File: config.mk
export PLATFORM = sky130hd
export DESIGN_NAME = sync_valid_ready_mem
export DESIGN_NICKNAME = d
export VERILOG_FILES = /design/src/rtl/mem_pkg.sv /design/src/rtl/mem_array.sv /design/src/rtl/sync_valid_ready_mem.sv
export SDC_FILE = /design/constraint.sdc
export NUM_CORES = 1
export LEC_CHECK = 0
export ABC_CLOCK_PERIOD_IN_PS = 2650
export CORE_MARGIN = 2
export CORE_UTILIZATION = 61
export DETAILED_ROUTE_END_ITERATION = 8
export PLACE_DENSITY = 0.79
export SKIP_CTS_REPAIR_TIMING = 1
export SLEW_MARGIN = 20
export SYNTH_ARGS = -nofsm -noshare
export SYNTH_HDL_FRONTEND = slang
export SYNTH_SLANG_ARGS = --single-unit
File: constraint.sdc
create_clock -name clk -period 2.65 [get_ports clk]
set_input_delay 0.53 -clock clk [delete_from_list [all_inputs] [get_ports clk]]
set_output_delay 0.53 -clock clk [all_outputs]
set_load 0.01 [all_outputs]
File: src/rtl/mem_pkg.sv
// Shared constants for the valid/ready single-port memory.
package mem_pkg;

    localparam int unsigned MEM_WIDTH      = 16;
    localparam int unsigned MEM_DEPTH      = 16;
    localparam int unsigned MEM_ADDR_WIDTH = 4;

    localparam logic WR = 1'b1;
    localparam logic RD = 1'b0;

endpackage : mem_pkg

File: src/rtl/mem_array.sv
// Register-file storage with a single-edge synchronous clear, a write enable
// and a registered read port; addresses outside DEPTH never touch the array.
module mem_array #(
    parameter int unsigned WIDTH      = 16,
    parameter int unsigned DEPTH      = 16,
    parameter int unsigned ADDR_WIDTH = 4
) (
    input  logic                  clk,
    input  logic                  clr_i,
    input  logic                  we_i,
    input  logic                  re_i,
    input  logic [ADDR_WIDTH-1:0] addr_i,
    input  logic [WIDTH-1:0]      wdata_i,
    output logic [WIDTH-1:0]      rdata_o
);

    logic [WIDTH-1:0] mem_q [DEPTH];
    logic [WIDTH-1:0] rdata_q;
    logic             in_range_c;

    assign in_range_c = (32'(addr_i) < DEPTH);

    // Out-of-range reads return zero instead of indexing past the array.
    always_ff @(posedge clk) begin
        if (clr_i) begin
            mem_q   <= '{default: '0};
            rdata_q <= '0;
        end else begin
            if (we_i && in_range_c) begin
                mem_q[addr_i] <= wdata_i;
            end
            if (re_i) begin
                rdata_q <= in_range_c ? mem_q[addr_i] : '0;
            end
        end
    end

    assign rdata_o = rdata_q;

endmodule : mem_array

File: src/rtl/sync_valid_ready_mem.sv
// Single-port synchronous RAM behind a valid/ready request handshake.
// The block never back-pressures: ready rises one edge after reset and stays high.
module sync_valid_ready_mem
    import mem_pkg::*;
#(
    parameter int unsigned WIDTH      = MEM_WIDTH,
    parameter int unsigned DEPTH      = MEM_DEPTH,
    parameter int unsigned ADDR_WIDTH = MEM_ADDR_WIDTH
) (
    input  logic                  clk,
    input  logic                  res,
    input  logic                  wr_rd,
    input  logic [ADDR_WIDTH-1:0] addr,
    input  logic [WIDTH-1:0]      wdata,
    output logic [WIDTH-1:0]      rdata,
    input  logic                  valid,
    output logic                  ready
);

    logic ready_d;
    logic ready_q;
    logic accept_c;
    logic we_c;
    logic re_c;

    always_comb begin
        ready_d = ready_q;
        if (res) begin
            ready_d = 1'b0;
        end else begin
            ready_d = 1'b1;
        end
    end

    always_ff @(posedge clk) begin
        ready_q <= ready_d;
    end

    // Reset wins over a coincident request.
    assign accept_c = valid && ready_q && !res;
    assign we_c     = accept_c && (wr_rd == WR);
    assign re_c     = accept_c && (wr_rd == RD);

    mem_array #(
        .WIDTH      (WIDTH),
        .DEPTH      (DEPTH),
        .ADDR_WIDTH (ADDR_WIDTH)
    ) u_mem_array (
        .clk     (clk),
        .clr_i   (res),
        .we_i    (we_c),
        .re_i    (re_c),
        .addr_i  (addr),
        .wdata_i (wdata),
        .rdata_o (rdata)
    );

    assign ready = ready_q;

endmodule : sync_valid_ready_mem

==> results.txt <==
- Post-Route Setup TNS: 0 ps
- Fmax: 494 MHz
* Area of the mapped netlist: 0.0118 mm²
- Post-DP HPWL: 16.9 mm
* Number of routed nets with antenna violations: 0
* Arrival time of data at the critical path endpoint: 2390 ps
- Port buffering added 40 buffers.
* WL/cell: 19.6 µm
- The completed layout was analyzed and its total power is 8.20 mW.
* Router iterations before antenna repair: 7
* Worst-case headroom to the max-slew limit: 30.0%
- Buffers inserted during clock tree synthesis total 27.
- Critical path class: primary input to flip-flop
- Hold timing on the final database bottoms out at a slack of 462 ps.
* Initial antenna violation count: 0
- H-tree depth: 1
- Aggregate global routing overflow: 0
* Reg2Reg Setup Slack: 700 ps
- Area share of fa/ha/maj cells after synthesis: 0%
- Worst Hold Class: primary input to flip-flop
* Flip-flop and latch count after synthesis: 273
- Placed Instance Area: 0.0126 mm²
* Ports: 41
- Max-capacitance violation count: 0
- Cell Count Post-Placement: 1329
- The first global-routing pass estimated 43.5 mm of wire.
* Dominant combinational cell family by area after synthesis: multiplexers
- The tree is rooted in a clkbuf_16.
* Post-synthesis net count: 1094
* Area grow syn2layout: 13.9%
- Sequential element share of the synthesized area: 46.4%
* Std cell rows: 50
- Detailed Route Iter0 Violations: 631
* Clock tree buffer depth: 3
* Setup repair after global routing missed its margin: false
- Final weighted congestion of routability-driven global placement: 0.836
- Diode count: 0
* Min cycle time layout: 2020 ps
- In the final design database the tool counted 1122 nets.
- Starting density of the core: 62.6%
* Most used cells in the layout excluding fill and tap cells: 302 x mux2i_1, 273 x dfxtp_1, 258 x nor2_1, 49 x mux4_2, 44 x buf_4
* Count of endpoints failing setup in the final report: 0
- In this run the critical register-to-register path is launched from ready.
* CP startpoint kind: primary input
- Most common cell after layout, fill and taps aside: mux2i_1
- Setup clock skew after layout: 4.93 ps
- Dividing the synthesized area by the synthesized cell count gives 11.0 µm².
- The floorplan step defined a core boundary enclosing 0.0188 mm².
- First element of the critical path: valid
- At the pin with the least slew margin, the transition time is 1050 ps.
- Maximum number of pins on one net before global-route repair: 229
* Capture point of the worst reg-to-reg path: u_mem_array.mem_q[85]
- Residual DRC count: 0
* Vias per cell: 5.81
* Multiplexer fraction of the synthesized cell area: 35.1%
- Endpoint type of the worst setup path: flip-flop
* Cell area power density: 610 mW/mm²
* Share of the synthesized area in compound gates (AO/OA/AOI/OAI): 2.82%
- TritonCTS built the clock tree.
- Synthesis instantiated 31 different standard cells from the library.
* Outcome: finished clean
* Maximum net fanout on the critical path: 16
- In this run the static leakage power is 5.12 nW.
* Sink Count: 273
* Global routing usage summed across all routing layers: 27.1%
* Yosys warning total: 0
- Synthesized instance count: 1070
* Share of the clock period used by the worst path: 76.3%
- Clock slew seen by the registers of the worst setup and hold paths: 60 ps
* Fill count: 1328
- DRT Wirelength: 27.0 mm
- Length in cells of the worst reg-to-reg path: 7
- The die is 143 µm wide.
- Finished layout cell area: 0.0134 mm²
- The via count of the first global-routing pass is 8027.
* Critical path destination: u_mem_array.mem_q[85]
- Via count of the routed design: 8011
- The synthesized netlist devotes 11.3% of its cell area to simple gates.
* Data required time of the worst path: 3020 ps
- The post-route netlist has 14.7% of its cells at a drive strength greater than 1.
- Count of pins over their slew limit: 0
- VDD IR-drop max: 0.491 mV
- Clk_lat worst skew: 520 ps
- Hold Vio Cnt, Final: 0
- Xor/xnor share of the synthesized area: 0%
- The die covers 0.0205 mm².
- From bottom edge to top edge, the die measures 143 µm.
- Count of non-filler cells in the finished layout: 1379
## per-layer routing
layer | track usage, % | routed length, µm | up-vias
li1 | - | - | 3805
met4 | 8.65 | 847 | 0
met1 | 36.9 | 12300 | 3995
met2 | 45.4 | 12900 | 160
met5 | 0 | 0 | -
met3 | 3.09 | 983 | 51
## registers in the layout, summed over array words and instances, names as in the netlist
name	count
u_mem_array.rdata_o	16
ready	1
u_mem_array.mem_q	256
## cell families (layout without fill, tap and decap cells)
| logic type | count (synthesis) | count (layout) |
|---|---|---|
| mux | 352 | 352 |
| simple gates | 301 | 301 |
| flops | 273 | 273 |
| buf+inv | 97 | 146 |
| compound gates | 47 | 47 |
## worst min path at each step
stage                                start                      to  cells after the start
detailed placement  u_mem_array.rdata_o[2]  u_mem_array.rdata_o[2]                      2
floorplan            u_mem_array.mem_q[16]   u_mem_array.mem_q[16]                      2
finish                                 res                   ready                      3
global route                           res                   ready                      3
global placement    u_mem_array.rdata_o[4]  u_mem_array.rdata_o[4]                      2
CTS                                    res                   ready                      3
## layout make-up
class                           count  area (µm²)  area share (%)
Multi-Input combinational cell    700        5840            43.5
Sequential cell                   273        5470            40.7
Timing Repair Buffer               94         932            6.94
Clock buffer                       44         800            5.95
Tap cell                          260         325            2.42
Clock inverter                      6        58.8           0.438
Inverter                            2        7.51          0.0559
## through the flow
step / util [%] / setup WS [ps]
after floorplan: - / 583
after global placement: 66.8 / 182
after detailed placement: 66.8 / 138
after CTS: 71.3 / 616
after global routing: 71.3 / 555
final: 71.3 / 628
## worst max-delay path, stage by stage
cell,delay (ps)
clkdlybuf4s50_1,480
nand4bb_1,280
buf_4,270
buf_4,140
nor3_4,150
buf_12,220
mux2i_1,250
nor2_1,70
## cells in the mapped netlist
master	instances	area, µm²
nor3_2	4	40.0
clkbuf_1	41	154
o22ai_1	15	93.8
nand4bb_1	1	11.3
nand2b_1	3	18.8
o211ai_1	15	113
inv_1	2	7.51
nand4b_1	1	8.76
a22oi_1	15	113
mux2_2	1	11.3
buf_4	9	67.6
nor3_4	5	81.3
nand4_1	1	6.26
mux4_2	49	1100
mux2i_1	302	3020
nor2_1	258	968
buf_6	11	124
nor4bb_1	1	10.0
nand3b_1	1	7.51
dfxtp_1	273	5470
or3b_2	1	8.76
nor3b_2	1	12.5
or4_4	1	11.3
nand2_1	16	60.1
nand2_2	1	6.26
a32oi_1	1	8.76
buf_1	3	11.3
buf_2	31	155
nor4_4	3	63.8
o21ai_0	1	5.00
or3_1	3	18.8
## power by group
part	switching, mW	total [mW]	internal, mW
sequential	0.00557	4.12	4.11
combinational	0.265	0.400	0.135
clock	1.53	3.68	2.15
total	1.80	8.20	6.40
Note: power is estimated with default switching activity, not from simulation.
